## config.mk

```make
export PLATFORM = sky130hd
export DESIGN_NAME = ram32x4_arbiter_flat
export DESIGN_NICKNAME = d
export VERILOG_FILES = /design/src/rtl/ram32x4_arb_pkg.sv /design/src/rtl/ram32x4_arbiter_if.sv /design/src/rtl/ram32x4_wrapper.sv /design/src/rtl/ram32x4_arbiter.sv /design/src/flat_wrapper.sv
export SDC_FILE = /design/constraint.sdc
export NUM_CORES = 1
export LEC_CHECK = 0
export CAP_MARGIN = 10
export CORE_ASPECT_RATIO = 1.25
export CORE_MARGIN = 2
export CORE_UTILIZATION = 30
export CTS_BUF_LIST = sky130_fd_sc_hd__clkbuf_4
export DETAILED_ROUTE_END_ITERATION = 6
export PLACE_DENSITY = 0.52
export SLEW_MARGIN = 20
export SYNTH_ARGS = -nofsm -noshare
export SYNTH_HDL_FRONTEND = slang
export SYNTH_SLANG_ARGS = --single-unit
```

## constraint.sdc

```tcl
create_clock -name clk -period 2.6 [get_ports clk]
set_input_delay 0.52 -clock clk [delete_from_list [all_inputs] [get_ports clk]]
set_output_delay 0.52 -clock clk [all_outputs]
set_load 0.02 [all_outputs]
```

## src/rtl/ram32x4_arb_pkg.sv

```systemverilog
// ram32x4_arb_pkg: shared widths and enums for the two-port RAM arbiter.
package ram32x4_arb_pkg;
    localparam int ADDR_W = 5;
    localparam int DATA_W = 4;
    localparam int DEPTH  = 32;
    typedef enum logic {CLEAR, RUN} state_t;
    typedef enum logic {REQ_A, REQ_B} req_sel_t;
endpackage

```

## src/rtl/ram32x4_arbiter_if.sv

```systemverilog
// ram32x4_arbiter_if: request/grant/read-data bundle for requesters A and B.
interface ram32x4_arbiter_if;
    import ram32x4_arb_pkg::*;
    logic              a_req, b_req;
    logic              a_wren, b_wren;
    logic [ADDR_W-1:0] a_addr, b_addr;
    logic [DATA_W-1:0] a_din, b_din;
    logic              a_gnt, b_gnt;
    logic              a_rvalid, b_rvalid;
    logic [DATA_W-1:0] rdata;
    logic              busy;
    modport master (
        output a_req, b_req, a_wren, b_wren, a_addr, b_addr, a_din, b_din,
        input  a_gnt, b_gnt, a_rvalid, b_rvalid, rdata, busy
    );
    modport slave (
        input  a_req, b_req, a_wren, b_wren, a_addr, b_addr, a_din, b_din,
        output a_gnt, b_gnt, a_rvalid, b_rvalid, rdata, busy
    );
endinterface

```

## src/rtl/ram32x4_wrapper.sv

```systemverilog
// ram32x4_wrapper: 32x4 single-port RAM, inputs sampled on posedge, read data one cycle later.
module ram32x4_wrapper
    import ram32x4_arb_pkg::*;
(
    input  logic              clk,
    input  logic              we,
    input  logic [ADDR_W-1:0] addr,
    input  logic [DATA_W-1:0] din,
    output logic [DATA_W-1:0] dout
);
    logic [DATA_W-1:0] mem [DEPTH];
    logic [DATA_W-1:0] dout_q;
    always_ff @(posedge clk) begin
        if (we) mem[addr] <= din;
        dout_q <= mem[addr];
    end
    assign dout = dout_q;
endmodule

```

## src/rtl/ram32x4_arbiter.sv

```systemverilog
// ram32x4_arbiter: round-robin A/B arbiter in front of one 32x4 RAM.
// Define RAM32X4_INIT_CLEAR_EN to zero the RAM with a 32-cycle sweep after reset.
module ram32x4_arbiter
    import ram32x4_arb_pkg::*;
(
    input  logic               clk,
    input  logic               reset,
    ram32x4_arbiter_if.slave   bus
);
    logic              run, clearing, a_gnt, b_gnt, rv_any;
    logic [ADDR_W-1:0] clr_addr, ram_addr;
    logic [DATA_W-1:0] ram_din, ram_dout;
    logic              ram_we;
    req_sel_t          ptr_q, ptr_d;
    logic              a_rv_q, a_rv_d, b_rv_q, b_rv_d;
    logic [DATA_W-1:0] rdata_q, rdata_d;
`ifdef RAM32X4_INIT_CLEAR_EN
    state_t            state_q, state_d;
    logic [ADDR_W-1:0] cnt_q, cnt_d;
    always_comb begin
        state_d = state_q;
        cnt_d   = cnt_q;
        if (state_q == CLEAR) begin
            cnt_d = cnt_q + 1'b1;
            if (cnt_q == ADDR_W'(DEPTH - 1)) state_d = RUN;
        end
    end
    always_ff @(posedge clk) begin
        if (reset) begin
            state_q <= CLEAR;
            cnt_q   <= '0;
        end else begin
            state_q <= state_d;
            cnt_q   <= cnt_d;
        end
    end
    assign run      = state_q == RUN;
    assign clearing = (state_q == CLEAR) && !reset;
    assign clr_addr = cnt_q;
`else
    assign run      = 1'b1;
    assign clearing = 1'b0;
    assign clr_addr = '0;
`endif
    always_comb begin
        a_gnt    = run && !reset && bus.a_req && (!bus.b_req || ptr_q == REQ_A);
        b_gnt    = run && !reset && bus.b_req && (!bus.a_req || ptr_q == REQ_B);
        ptr_d    = a_gnt ? REQ_B : (b_gnt ? REQ_A : ptr_q);
        a_rv_d   = a_gnt && !bus.a_wren;
        b_rv_d   = b_gnt && !bus.b_wren;
        ram_we   = clearing || (a_gnt && bus.a_wren) || (b_gnt && bus.b_wren);
        ram_addr = clearing ? clr_addr : (b_gnt ? bus.b_addr : bus.a_addr);
        ram_din  = clearing ? '0 : (b_gnt ? bus.b_din : bus.a_din);
        // a reset arriving while a read is in flight swallows that pulse
        rv_any   = (a_rv_q || b_rv_q) && !reset;
        rdata_d  = rv_any ? ram_dout : rdata_q;
    end
    always_ff @(posedge clk) begin
        if (reset) begin
            ptr_q   <= REQ_A;
            a_rv_q  <= 1'b0;
            b_rv_q  <= 1'b0;
            rdata_q <= '0;
        end else begin
            ptr_q   <= ptr_d;
            a_rv_q  <= a_rv_d;
            b_rv_q  <= b_rv_d;
            rdata_q <= rdata_d;
        end
    end
    ram32x4_wrapper u_ram (
        .clk  (clk),
        .we   (ram_we),
        .addr (ram_addr),
        .din  (ram_din),
        .dout (ram_dout)
    );
    assign bus.a_gnt    = a_gnt;
    assign bus.b_gnt    = b_gnt;
    assign bus.a_rvalid = a_rv_q && !reset;
    assign bus.b_rvalid = b_rv_q && !reset;
    assign bus.rdata    = rdata_d;
    assign bus.busy     = !run;
endmodule

```

## src/flat_wrapper.sv

```systemverilog
// flat-port wrapper written by rule: the top's interface ports become plain ports
module ram32x4_arbiter_flat import ram32x4_arb_pkg::*;
  (clk, reset, bus_a_req, bus_b_req, bus_a_wren, bus_b_wren, bus_a_addr, bus_b_addr, bus_a_din, bus_b_din, bus_a_gnt, bus_b_gnt, bus_a_rvalid, bus_b_rvalid, bus_rdata, bus_busy);
  ram32x4_arbiter_if bus_i ();
  input  logic clk;
  input  logic reset;
  input wire logic [$bits(bus_i.a_req)-1:0] bus_a_req;
  input wire logic [$bits(bus_i.b_req)-1:0] bus_b_req;
  input wire logic [$bits(bus_i.a_wren)-1:0] bus_a_wren;
  input wire logic [$bits(bus_i.b_wren)-1:0] bus_b_wren;
  input wire logic [$bits(bus_i.a_addr)-1:0] bus_a_addr;
  input wire logic [$bits(bus_i.b_addr)-1:0] bus_b_addr;
  input wire logic [$bits(bus_i.a_din)-1:0] bus_a_din;
  input wire logic [$bits(bus_i.b_din)-1:0] bus_b_din;
  output wire logic [$bits(bus_i.a_gnt)-1:0] bus_a_gnt;
  output wire logic [$bits(bus_i.b_gnt)-1:0] bus_b_gnt;
  output wire logic [$bits(bus_i.a_rvalid)-1:0] bus_a_rvalid;
  output wire logic [$bits(bus_i.b_rvalid)-1:0] bus_b_rvalid;
  output wire logic [$bits(bus_i.rdata)-1:0] bus_rdata;
  output wire logic [$bits(bus_i.busy)-1:0] bus_busy;
  assign bus_i.a_req = bus_a_req;
  assign bus_i.b_req = bus_b_req;
  assign bus_i.a_wren = bus_a_wren;
  assign bus_i.b_wren = bus_b_wren;
  assign bus_i.a_addr = bus_a_addr;
  assign bus_i.b_addr = bus_b_addr;
  assign bus_i.a_din = bus_a_din;
  assign bus_i.b_din = bus_b_din;
  assign bus_a_gnt = bus_i.a_gnt;
  assign bus_b_gnt = bus_i.b_gnt;
  assign bus_a_rvalid = bus_i.a_rvalid;
  assign bus_b_rvalid = bus_i.b_rvalid;
  assign bus_rdata = bus_i.rdata;
  assign bus_busy = bus_i.busy;
  ram32x4_arbiter u_core (.clk(clk), .reset(reset), .bus(bus_i));
endmodule
```

[Yosys cells after proc, flatten, opt, wreduce, memory -nomap -nowiden]
Memory sizes are Yosys's and may differ from the RTL's. A register that Yosys moved wholly into a read port is not among the register bits.
Index checks and enable logic that the tools add are counted.
Word-level totals
  flip-flop bits (word level): 7
  memories kept: 1
  bits in writable memories: 128
Cells by class
  reduce and logical (&&, ||, !) cells: 21
  multiplexer cells: 7
  bitwise logic cells: 1
Memory list
  u_core.u_ram.mem: depth 32, bits a word 4, read ports 1, clocked after Yosys merged registers in 1, wr ports 1, RTL line ram32x4_wrapper.sv:11  | logic [DATA_W-1:0] mem [DEPTH];
Operators by type and width (number)
  1-bit logical AND: 11
  4-bit two-way mux: 2
  1-bit zero test: 5
  5-bit two-way mux: 1
  1-bit logical OR: 4
  1-bit two-way mux: 4
  2-bit nonzero test: 1
  1-bit NOT: 1

[Longest topological paths before layout]
Gate-level depths: netlist of the first run.
  depth after elaboration: 7
  gate-level depth with buffers: 11
  mapped depth without buffers: 8

[Modules after synthesis]
A second synthesis of the first run with hierarchy kept.
Unflattened totals
  cells, all modules: 372
  area, all modules: 5820.6 µm²
By module, submodules not included
  ram32x4_wrapper: cells each 318, area each 5338.9 µm², seq. area each 3923.8 µm², times used 1
  ram32x4_arbiter: cells each 54, area each 481.7 µm², seq. area each 140.1 µm², times used 1

[Worst setup path after synthesis of the first run]
OpenSTA, ideal clock, no wires.
  kind: input to register
  start: in reset
  end: mem u_core.u_ram.mem[0][0], enable pin
  data required time: 2.270 ns
  stages: 9
  path buffers: 3
  data arrival time: 2.095 ns
  slack: 0.176 ns
  path through: nand2b_4 -> nand2b_4 -> buf_8 -> inv_12 -> mux2i_4 -> buf_6 -> buf_2 -> nand3_1 -> nor2_1
On the way
  cells in the longest elaborated chain, start to end: 7
  elaborated cells on any way between the ends: 11
  those cells by class: mux (3); reduce/logical (8)
RTL lines
  from (decl): RTL line flat_wrapper.sv:6  | input logic reset;
  1-bit zero test *: RTL line ram32x4_arbiter.sv:47  | b_gnt = run && !reset && bus.b_req && (!bus.a_req || ptr_q == REQ_B);
  1-bit logical AND * (2 in series): RTL line ram32x4_arbiter.sv:47
  named net bus_b_gnt: RTL line flat_wrapper.sv:16  | output wire logic [$bits(bus_i.b_gnt)-1:0] bus_b_gnt;
  1-bit logical AND: RTL line ram32x4_arbiter.sv:51  | ram_we = clearing || (a_gnt && bus.a_wren) || (b_gnt && bus.b_wren);
  1-bit logical OR: RTL line ram32x4_arbiter.sv:51
  1-bit two-way mux: RTL line ram32x4_wrapper.sv:14  | if (we) mem[addr] <= din;
  1-bit two-way mux (implied by the code): RTL line ram32x4_wrapper.sv:14
  to (decl): RTL line ram32x4_wrapper.sv:11
Mark *: on every way through the listed nets, which the timed path passes. The rest lies on a longest branch.

[Worst setup path in the final report of the first run]
  start: in bus_b_req
  end: reg u_core.u_ram.dout_q[0], in the netlist u_core.u_ram.dout[0], read port of u_core.u_ram.mem
On the way
  cells in the longest elaborated chain, start to end: 3
RTL lines
  from (decl): RTL line flat_wrapper.sv:8  | input wire logic [$bits(bus_i.b_req)-1:0] bus_b_req;
  1-bit logical AND (2 in series): RTL line ram32x4_arbiter.sv:47
  5-bit two-way mux: RTL line ram32x4_arbiter.sv:52  | ram_addr = clearing ? clr_addr : (b_gnt ? bus.b_addr : bus.a_addr);
  to (decl): RTL line ram32x4_wrapper.sv:12  | logic [DATA_W-1:0] dout_q;
No other way between the ends.
A chain may end at the register's enable or synchronous reset.

==> key figures, run 1 <==
Global routing
  – First-pass GRT wire length: roughly 22000 um
  – Antenna violations before repair: 1
  – Number of global-route vias before repair: 3931
  – Gr ovfl total: 0
  – GRT Resource Usage Total: 14.12%
  – Largest net degree at the start of global routing: 33

Route
  – Drt total wl: 14210 um
  – DRT iter0 DRCs: 266
  – Vias: 3771
  – Post-route antenna net violation count: 0
  – DRC violations left: 0
  – DR WL/cell: 18.45 um
  – Vias/cell: approximately 4.9
  – TritonRoute pass-1 iters: 5

Setup path
  – Critical path startpoint category: input port
  – Reg-to-Reg Start: u_core.ptr_q
  – Register-to-register setup slack: approximately 0.17 ns
  – Worst Path Required: 3.02 ns
  – Critical Path AT: around 2.9 ns
  – Register-to-Register Path Depth: 10
  – CP endpoint kind: flop
  – CP Max Fanout: 23
  – Reg2reg end: u_core.u_ram.dout[0]
  – Crit Path Category: input port to flop

Synthesis
  – Register area share after synthesis: between 60% and 70%
  – Dominant synthesized flop cell: edfxtp_1
  – Syn. warnings: 0
  – Syn_area_per_cell: 14.77 um^2
  – Post-synthesis adder-cell area fraction: 0%
  – Post-synth top area cell: edfxtp_1
  – FFs w/ async S/R, synth: 0%
  – FF+latch count, synth: approximately 140
  – Synth cell count leaders: edfxtp_1 (128), mux2i_1 (48), nand2_1 (42)
  – Syn nets: ~420
  – EDFF count, synth: 128
  – Xor/xnor share of the synthesized area: 0%
  – Mapped Area: between 0.005 and 0.006 mm^2
  – Count leader, synth: edfxtp_1
  – Simple-Gate Fraction of Synth Area: 10.64%
  – Cells after Synth: 395
  – Multiplexer share of the synthesized area: 10.53%
  – Synth Area in Compound Gates: 6.414%
  – Yosys top cell area share: about two thirds
  – Largest family of logic cells by synthesized area: simple AND/OR/NAND/NOR gates
  – Distinct cells, synth: 43
  – Top post-synthesis cells by area: edfxtp_1 (66%), mux2i_1 (8.2%), dfxtp_1 (3.8%)

Floorplanning
  – Die Ht: 159.9 um
  – I/O pins: 33
  – Die Wd: 128.7 um
  – Core Area: 0.01926 mm^2
  – Row count: 57
  – Starting density of the core: 30.29%
  – Die area: ~0.02 mm^2

Clock tree
  – H-Tree Level Count: 4
  – CTS Buf Count: 17
  – Clock Pin Slew Worst Setup and Hold Paths: 0.13 ns
  – CTS tree: yes
  – CTS Sinks: 139
  – Clk buf depth: 2
  – Root buffer cell: clkbuf_4
  – Skew-Pair Late Insertion Delay: 0.53 ns
  – Hold_buf cts: 0

Min path
  – Hold endpoint: u_core.rdata_q[3]
  – Cells on Worst Hold Path: 3
  – Worst hold-check path type: input port to flop
  – Hold Crit Start: reset

STA
  – # setup viols final: 0
  – Endpoints failing hold: 0
  – Fmax: 396.9 MHz
  – Slew of the pin with the lowest slew margin: ~0.55 ns
  – Final Critical Period: 2.520 ns
  – Period utilization: 96.91%
  – Pins Over Slew Limit: 0
  – RSZ-0062 raised after global routing: false
  – Worst rel slew slack: 62.72%
  – Worst Hold Slack: 0.4982 ns
  – Clock Skews: 0.02703 ns

Layout
  – Final #Nets: 544
  – Layout cells sized above 1: a little over a quarter
  – Area grow syn2layout: 25.95%
  – Layout Cells excl Fill: 770
  – Post-route cell area: around 0.0073 mm^2

Power and ir drop
  – Leak: 2.670 nW
  – VDD IR max: 0.2601 mV
  – PD cells: roughly 600 mW/mm^2

Flow run
  – Max Cap Viol: 0

Placement
  – Post-DP HPWL: 9731 um
  – Port bufs: 31
  – # placed instances: 733
  – Placer's final routability congestion estimate: 0.8598
  – Placed cell areas: 0.006989 mm^2

Run status
  – Status: complete, no violations
## flip-flops by register name, summed over array words and instances, names as in the netlist
register	flops
u_core.ptr_q	1
u_core.rdata_q	4
u_core.u_ram.mem	128
u_core.u_ram.dout	4
u_core.a_rv_q	1
u_core.b_rv_q	1
## worst max-delay path by stage
| stage | from | cells after the start | to | slack (ns) |
|---|---|---|---|---|
| 6_report | bus_b_req | 11 | u_core.u_ram.dout[0] | 0.08 |
| 3_5_place_dp | reset | 10 | u_core.u_ram.dout[0] | -0.77 |
| 3_3_place_gp | reset | 10 | u_core.u_ram.dout[1] | -0.70 |
| 5_1_grt | bus_b_req | 11 | u_core.u_ram.dout[0] | 0.02 |
| 2_1_floorplan | reset | 9 | u_core.u_ram.mem[0][0] | 0.18 |
| 4_1_cts | u_core.ptr_q | 10 | u_core.u_ram.dout[1] | 0.06 |
## repair_timing
item                       CTS  global route
resized for setup            9             4
gates cloned                 0             1
setup endpoints to repair    8             4
setup buffers                0             3
pin swaps                    0             2
## cells in the final DEF, fill, tap and decap left out, drive strengths merged, types with 4 or more instances in the layout
cell | netlist | final
nor4 | 9 | 9
buf | 15 | 89
inv | 3 | 9
mux2i | 50 | 50
edfxtp | 128 | 128
dlygate4sd2 | 0 | 7
nor2b | 4 | 4
and2b | 5 | 5
nand2 | 42 | 42
clkbuf | 0 | 18
clkdlybuf4s50 | 0 | 24
nand3 | 9 | 9
a31oi | 4 | 4
o32ai | 12 | 12
mux2 | 6 | 6
nand2b | 6 | 6
a21oi | 17 | 17
o22ai | 7 | 7
nor2 | 36 | 36
dfxtp | 11 | 11
or2 | 5 | 5
clkinv | 0 | 4
## power by group
group / switching (W) / internal, W / total (W)
logic: 0.000268 / 0.000221 / 0.000489
registers: 0.00000935 / 0.00248 / 0.00249
clock network: 0.000827 / 0.000585 / 0.00141
## worst max-delay path, stage by stage
cell and delay [ns]:
clkdlybuf4s50_1 0.53, nand2b_4 0.07, nand2b_4 0.17, inv_12 0.07, mux2i_4 0.30, buf_4 0.17
buf_12 0.19, mux2i_2 0.27, o22ai_1 0.11, nor4_2 0.38, nand3_1 0.13
## layout make-up
class	count	area, um^2
multi-input combinational	238	1639
sequential	139	4065
tap	236	295.3
fill	1825	11910
clock buffer	17	127.6
clock inverter	15	161.4
inverter	3	23.77
timing repair buffer	121	1032
antenna	1	2.502
## routing by layer
metal,global-route usage (%),vias to the layer above,share of wire (%)
li1,-,1780,-
met3,3.183,27,5.0
met4,6.966,0,3.0
met2,24.53,136,52
met5,0,-,0
met1,16.21,1828,40
## stage by stage
stage / total power, W / setup slack (ns) / util [%] / setup TNS (ns)
3_3_place_gp: 0.003017 / -0.7003 / 36.30 / -42.00
6_report: 0.004393 / 0.08040 / 38.15 / 0
3_5_place_dp: 0.003021 / -0.7683 / 36.30 / -43.85
5_1_grt: 0.004578 / 0.02447 / 38.15 / 0
4_1_cts: 0.004428 / 0.05782 / 37.80 / 0
2_1_floorplan: 0.002788 / 0.1757 / - / 0
## cells by family after synthesis
kind of cell           Yosys count
buffers and inverters           18
multiplexers                    57
flip-flops                     139
AO/OA/AOI/OAI                   53
other                            1
AND/OR/NAND/NOR                127
No activity file was read; power rests on OpenSTA's default activity.
==> inputs of run 2 (changes only) <==
--- a/config.mk
+++ b/config.mk
@@ -7,7 +7,6 @@
 export LEC_CHECK = 0
 export CAP_MARGIN = 10
 export CORE_ASPECT_RATIO = 1.25
-export CORE_MARGIN = 2
 export CORE_UTILIZATION = 30
 export CTS_BUF_LIST = sky130_fd_sc_hd__clkbuf_4
 export DETAILED_ROUTE_END_ITERATION = 6
==> run 2 against run 1 <==
Effect of this change: register-to-register slack better by 0.02 ns; combinational power hardly changed; cell area is 0.41% lower; clock skew is 0.0098 ns lower; non-clock buffer count is 5 lower; critical endpoint is now bus_b_gnt; global-route usage is 0.99 points higher; sequential cell count stayed put.
==> key figures, run 2 (synthesis results as in run 1) <==
Route
  – DR WL/cell: 18.50 um
  – Drt total wl: 14060 um
  – TritonRoute pass-1 iters: 4
  – Vias/cell: 4.849
  – Vias: 3685
  – DRT iter0 DRCs: around 160
  – Post-route antenna net violation count: 0
  – DRC violations left: 0

Min path
  – Worst hold-check path type: input port to flop
  – Hold endpoint: u_core.rdata_q[3]
  – Cells on Worst Hold Path: 4
  – Hold Crit Start: reset

Clock tree
  – Hold_buf cts: 0
  – H-Tree Level Count: 4
  – Skew-Pair Late Insertion Delay: 0.54 ns
  – CTS Buf Count: 17
  – Clk buf depth: 2
  – Clock Pin Slew Worst Setup and Hold Paths: roughly 0.12 ns
  – CTS Sinks: around 140
  – Root buffer cell: clkbuf_4
  – CTS tree: yes

Layout
  – Layout cells sized above 1: 26.19%
  – Footprint of the multi-input gates: 0.001613 mm^2
  – Final #Nets: between 500 and 600
  – Reg area: 0.004064 mm^2
  – Area grow syn2layout: 25.44%
  – Most flop-heavy register: u_core.u_ram.mem
  – Layout Cells excl Fill: 760
  – Commonest non-fill, non-tap cell in the layout: edfxtp_1
  – Most frequent cells in the layout: edfxtp_1 (128), buf_4 (75), mux2i_1 (48)
  – Fillers: 1789
  – Max reg flops: 128

STA
  – Worst setup margin: 0.09866 ns
  – Worst Hold Slack: roughly 0.40 ns
  – Pins Over Slew Limit: 0
  – Period utilization: 96.21%
  – RSZ-0062 raised after global routing: false
  – Endpoints failing hold: 0
  – Final Critical Period: 2.501 ns
  – Setup TNS: 0 ns
  – Fmax: 399.8 MHz
  – Clock Skews: 0.01719 ns
  – # setup viols final: 0

Setup path
  – Worst Path Required: 2.08 ns
  – Critical path startpoint category: input port
  – Worst path depth: 7
  – Critical Path AT: 1.98 ns
  – CP peak stage delay: approximately 0.53 ns
  – Buf+Inv Stages, Crit Path: 5
  – Crit-path slowest cell: clkdlybuf4s50_1
  – CP delay by family, top: buffers and inverters
  – Register-to-Register Path Depth: 11
  – Reg-to-Reg Start: u_core.ptr_q
  – CP endpoint kind: primary output
  – CP Max Fanout: 5
  – CP cell instances: clkdlybuf4s50_1, nand2b_4, nand2b_4, inv_12, buf_4, buf_4, dlygate4sd2_1
  – Register-to-register setup slack: 0.19 ns
  – Crit Path Category: input port to primary output
  – Reg2reg end: u_core.u_ram.dout[1]

Run status
  – Status: complete, no violations

Floorplanning
  – Die Ht: 157.9 um
  – I/O pins: 33
  – Starting density of the core: 30.83%
  – Row count: 56
  – Die area: about 0.02 mm^2
  – Die Wd: 126.7 um
  – Core Area: roughly 0.019 mm^2

Global routing
  – GRT met1 Usage: 16.89%
  – Number of global-route vias before repair: 3982
  – GRT Resource Usage Total: 15.11%
  – Gr ovfl total: 0
  – Antenna violations before repair: 1
  – Top Usage Layer GRT: met2
  – First-pass GRT wire length: ~22000 um
  – Met2 usage: 27.28%
  – Largest net degree at the start of global routing: 33
  – Met3 Use GR: 3.177%

Power and ir drop
  – Leak: 2.672 nW
  – VDD IR max: about 0.23 mV
  – PD cells: about 590 mW/mm^2
  – Power consumption: 0.004340 W

Placement
  – # placed instances: just over 700
  – Post-DP HPWL: 9736 um
  – Placer's final routability congestion estimate: 0.8230
  – Port bufs: 31
  – Worst slack at placement: -0.4989 ns

Flow run
  – Max Cap Viol: 0
==> run 2: changes by cell type in the layout (fill, tap and decap cells not counted), moves of 3 or more <==
cell / delta
buf_4: -11
buf_2: +4
buf_12: +6
nor4_1: +3
dlygate4sd2_1: -5
inv_6: -3
nor4_2: -3
==> run 2: timing repair <==
item,4_1_cts,5_1_grt
setup endpoints to repair,6,7
buffers inserted,2,1
gates resized for setup,19,1
==> run 2: area by class of cell <==
cell class / count / area share (%)
multi-input cells: 238 / 22.04
well taps: 232 / 3.967
flip-flops and latches: 139 / 55.54
repair buffers: 116 / 14.28
clock buffers: 18 / 1.847
inverters: 3 / 0.3249
clock inverters: 13 / 1.966
diodes: 1 / 0.03420
==> run 2: how the worst max path moves through the flow <==
stage                                        end  startpoint  slack (ns)
after detailed placement    u_core.u_ram.dout[2]   bus_b_req       -0.50
after CTS                           bus_rdata[1]       reset       0.009
after global routing                   bus_b_gnt   bus_b_req        0.03
after floorplan           u_core.u_ram.mem[0][0]       reset        0.18
after global placement    u_core.u_ram.mem[6][0]   bus_b_req       -0.48
final                                  bus_b_gnt   bus_b_req         0.1
==> run 2: report_power, final <==
part	switching [W]	internal, W
Sequential	0.0000111	0.00248
Combinational	0.000269	0.000222
Clock	0.000774	0.000582
==> run 2: routing by layer <==
metal | routed length [um] | vias up
met2 | 7451 | 90
met5 | 0 | -
met1 | 5824 | 1817
met3 | 553 | 15
li1 | - | 1763
met4 | 227 | 0
==> run 2: stage by stage <==
step           utilization, %  instance area (um^2)
3_5_place_dp            37.16                  7029
4_1_cts                 38.61                  7305
3_3_place_gp            37.16                  7029
2_1_floorplan               -                  5833
6_report                38.68                  7317
5_1_grt                 38.68                  7317
==> run 2: worst reg2reg max path, delay by kind of cell, from the launching register on <==
family                 cells  cell delay [ns]
and+or+nand+nor            5             0.88
AOI/OAI and AO/OA          1             0.11
buffers and inverters      4             0.63
DFF                        1             0.40
muxes                      1             0.25
==> inputs of run 3 (changes only) <==
==> constraint.sdc (replaced) <==
create_clock -name clk -period 2.7 [get_ports clk]
set_input_delay 0.54 -clock clk [delete_from_list [all_inputs] [get_ports clk]]
set_output_delay 0.54 -clock clk [all_outputs]
set_load 0.02 [all_outputs]
==> run 3 against run 2 <==
Effect of this change: non-clock buffer count down 5; combinational power is 7.1% lower; first-iteration DRC count is 100% higher; sequential cell count stayed put; global-route usage shrank 0.19 points; register-to-register slack got worse by 0.03 ns; clock skew decreased by 0.0021 ns; hold slack better by 0.15 ns; setup slack worse by 0.0022 ns; critical endpoint is now bus_rdata[0]; highest routed layer unchanged.
==> key figures, run 3 (synthesis results as in run 1) <==
Power and ir drop
  – Power consumption: 0.004106 W
  – Switching Share: a little under a quarter
  – Sw Pwr: 0.0009603 W
  – Leak: 2.625 nW
  – Clock power frac: between 30% and 40%
  – Comb power frac: 11.1%
  – Cell internal pwr: 0.003146 W
  – VDD IR max: 0.2515 mV
  – PD cells: 569.3 mW/mm^2
  – Seq pwr share: 58.5%

STA
  – Fmax: 384.1 MHz
  – # setup viols final: 0
  – Period utilization: between 90% and 100%
  – Slew of the pin with the lowest slew margin: approximately 0.54 ns
  – RSZ-0062 raised after global routing: false
  – Setup TNS: 0 ns
  – Pins Over Slew Limit: 0
  – Final Critical Period: 2.604 ns
  – Endpoints failing hold: 0
  – Worst rel slew slack: between 60% and 70%
  – Clock Skews: 0.01509 ns

Floorplanning
  – Starting density of the core: ~30%
  – I/O pins: 33
  – Row count: 56
  – Die area: 0.02001 mm^2
  – Core Area: 0.01892 mm^2
  – Die Ht: around 160 um
  – Die Wd: 126.7 um

Placement
  – # placed instances: 720
  – Placer's final routability congestion estimate: 0.7957
  – Port bufs: 31
  – Post-DP HPWL: 9674 um

Setup path
  – CP Max Fanout: 4
  – Critical Path AT: around 2.1 ns
  – Critical path startpoint category: input port
  – CP cell instances: clkdlybuf4s50_1, buf_6, and2b_1, nor2_1, buf_4, mux2_2, buf_4
  – Crit-path slowest cell: clkdlybuf4s50_1
  – CP endpoint kind: primary output
  – Worst Path Required: 2.16 ns
  – Crit path top cell by count: buf_4
  – CP peak stage delay: ~0.50 ns
  – Crit Path Category: input port to primary output

Global routing
  – GRT Resource Usage Total: 14.92%
  – Antenna violations before repair: 1
  – Largest net degree at the start of global routing: 33
  – First-pass GRT wire length: 21330 um
  – Number of global-route vias before repair: 3744
  – Gr ovfl total: 0

Clock tree
  – CTS Sinks: 139
  – H-Tree Level Count: 4
  – Root buffer cell: clkbuf_4
  – Clock Pin Slew Worst Setup and Hold Paths: around 0.12 ns
  – CTS tree: yes
  – Clk buf depth: 2
  – Skew-Pair Late Insertion Delay: 0.55 ns
  – CTS Buf Count: 17

Layout
  – Max reg flops: 128
  – Commonest non-fill, non-tap cell in the layout: edfxtp_1
  – Layout cells sized above 1: 25.72%
  – Fillers: 1806
  – Footprint of the multi-input gates: about 0.0016 mm^2
  – Reg area: 0.004064 mm^2
  – Most frequent cells in the layout: edfxtp_1 (128), buf_4 (76), mux2i_1 (48)
  – Final #Nets: 534
  – Most flop-heavy register: u_core.u_ram.mem
  – Final Util: between 30% and 40%
  – Area grow syn2layout: 23.66%
  – Layout Cells excl Fill: 754

Route
  – DRC violations left: 0
  – TritonRoute pass-1 iters: 4
  – DR WL/cell: 18.66 um
  – Vias/cell: 4.910
  – Vias: 3702
  – DRT iter0 DRCs: about 330
  – Post-route antenna net violation count: 0
  – Drt total wl: about 14000 um

Run status
  – Status: complete, no violations

Min path
  – Worst hold-check path type: input port to flop

Flow run
  – Max Cap Viol: 0
[run 3: area by class of cell]
type | count | area share, %
sequential | 139 | 56.34
clock buffer | 20 | 2.082
clock inverter | 10 | 1.422
antenna | 1 | 0.03469
inverter | 3 | 0.3296
timing repair buffer | 111 | 13.15
multi-input combinational | 238 | 22.62
tap | 232 | 4.024
[run 3: power by group through the flow]
stage | combinational [W] | clock (W) | sequential (W)
2_1_floorplan | 0.000240 | 0 | 0.00244
3_3_place_gp | 0.000451 | 0 | 0.00245
3_5_place_dp | 0.000456 | 0 | 0.00245
4_1_cts | 0.000455 | 0.00129 | 0.00240
5_1_grt | 0.000491 | 0.00138 | 0.00240
6_report | 0.000456 | 0.00125 | 0.00240
[run 3: repair_timing]
action                                  in CTS  in global routing
endpoints found under the setup margin       7                  8
gates resized for setup                     19                  4
setup buffers                                0                  3
hold buffers                                 0                  0
[run 3: final timing paths]
path | startpoint | to | cells after the start | slack, ns
max | reset | bus_rdata[0] | 7 | 0.1
min | bus_b_wren | u_core.b_rv_q | 2 | 0.54
max reg2reg | u_core.ptr_q | u_core.u_ram.dout[1] | 11 | 0.16
min reg2reg | u_core.ptr_q | u_core.ptr_q | 1 | 0.56
[run 3: stage by stage]
| step | hold WS (ns) | setup slack (ns) | cell area (um^2) |
|---|---|---|---|
| floorplan | 0.4978 | 0.2557 | 5833 |
| global placement | 0.5214 | -0.6953 | 6929 |
| detailed placement | 0.5304 | -0.7118 | 6929 |
| CTS | 0.4983 | 0.02016 | 7173 |
| global route | 0.4970 | 0.03942 | 7213 |
| finish | 0.5420 | 0.09644 | 7213 |
[run 3: routing by layer]
metal  part of all wire (%)  vias up  global-route usage, %  wire length (um)
li1                       -     1755                      -                 -
met1                     42     1829                  16.94              5888
met2                     51       97                  26.49              7171
met3                    4.6       21                  4.191               651
met4                    2.5        0                  6.066               358
met5                      0        -                      0                 0
[run 3: worst max-delay path, delay by kind of cell]
kind | cells | cell delay, ns
buffers and inverters | 4 | 0.90
multiplexers | 1 | 0.35
AND/OR/NAND/NOR | 2 | 0.28
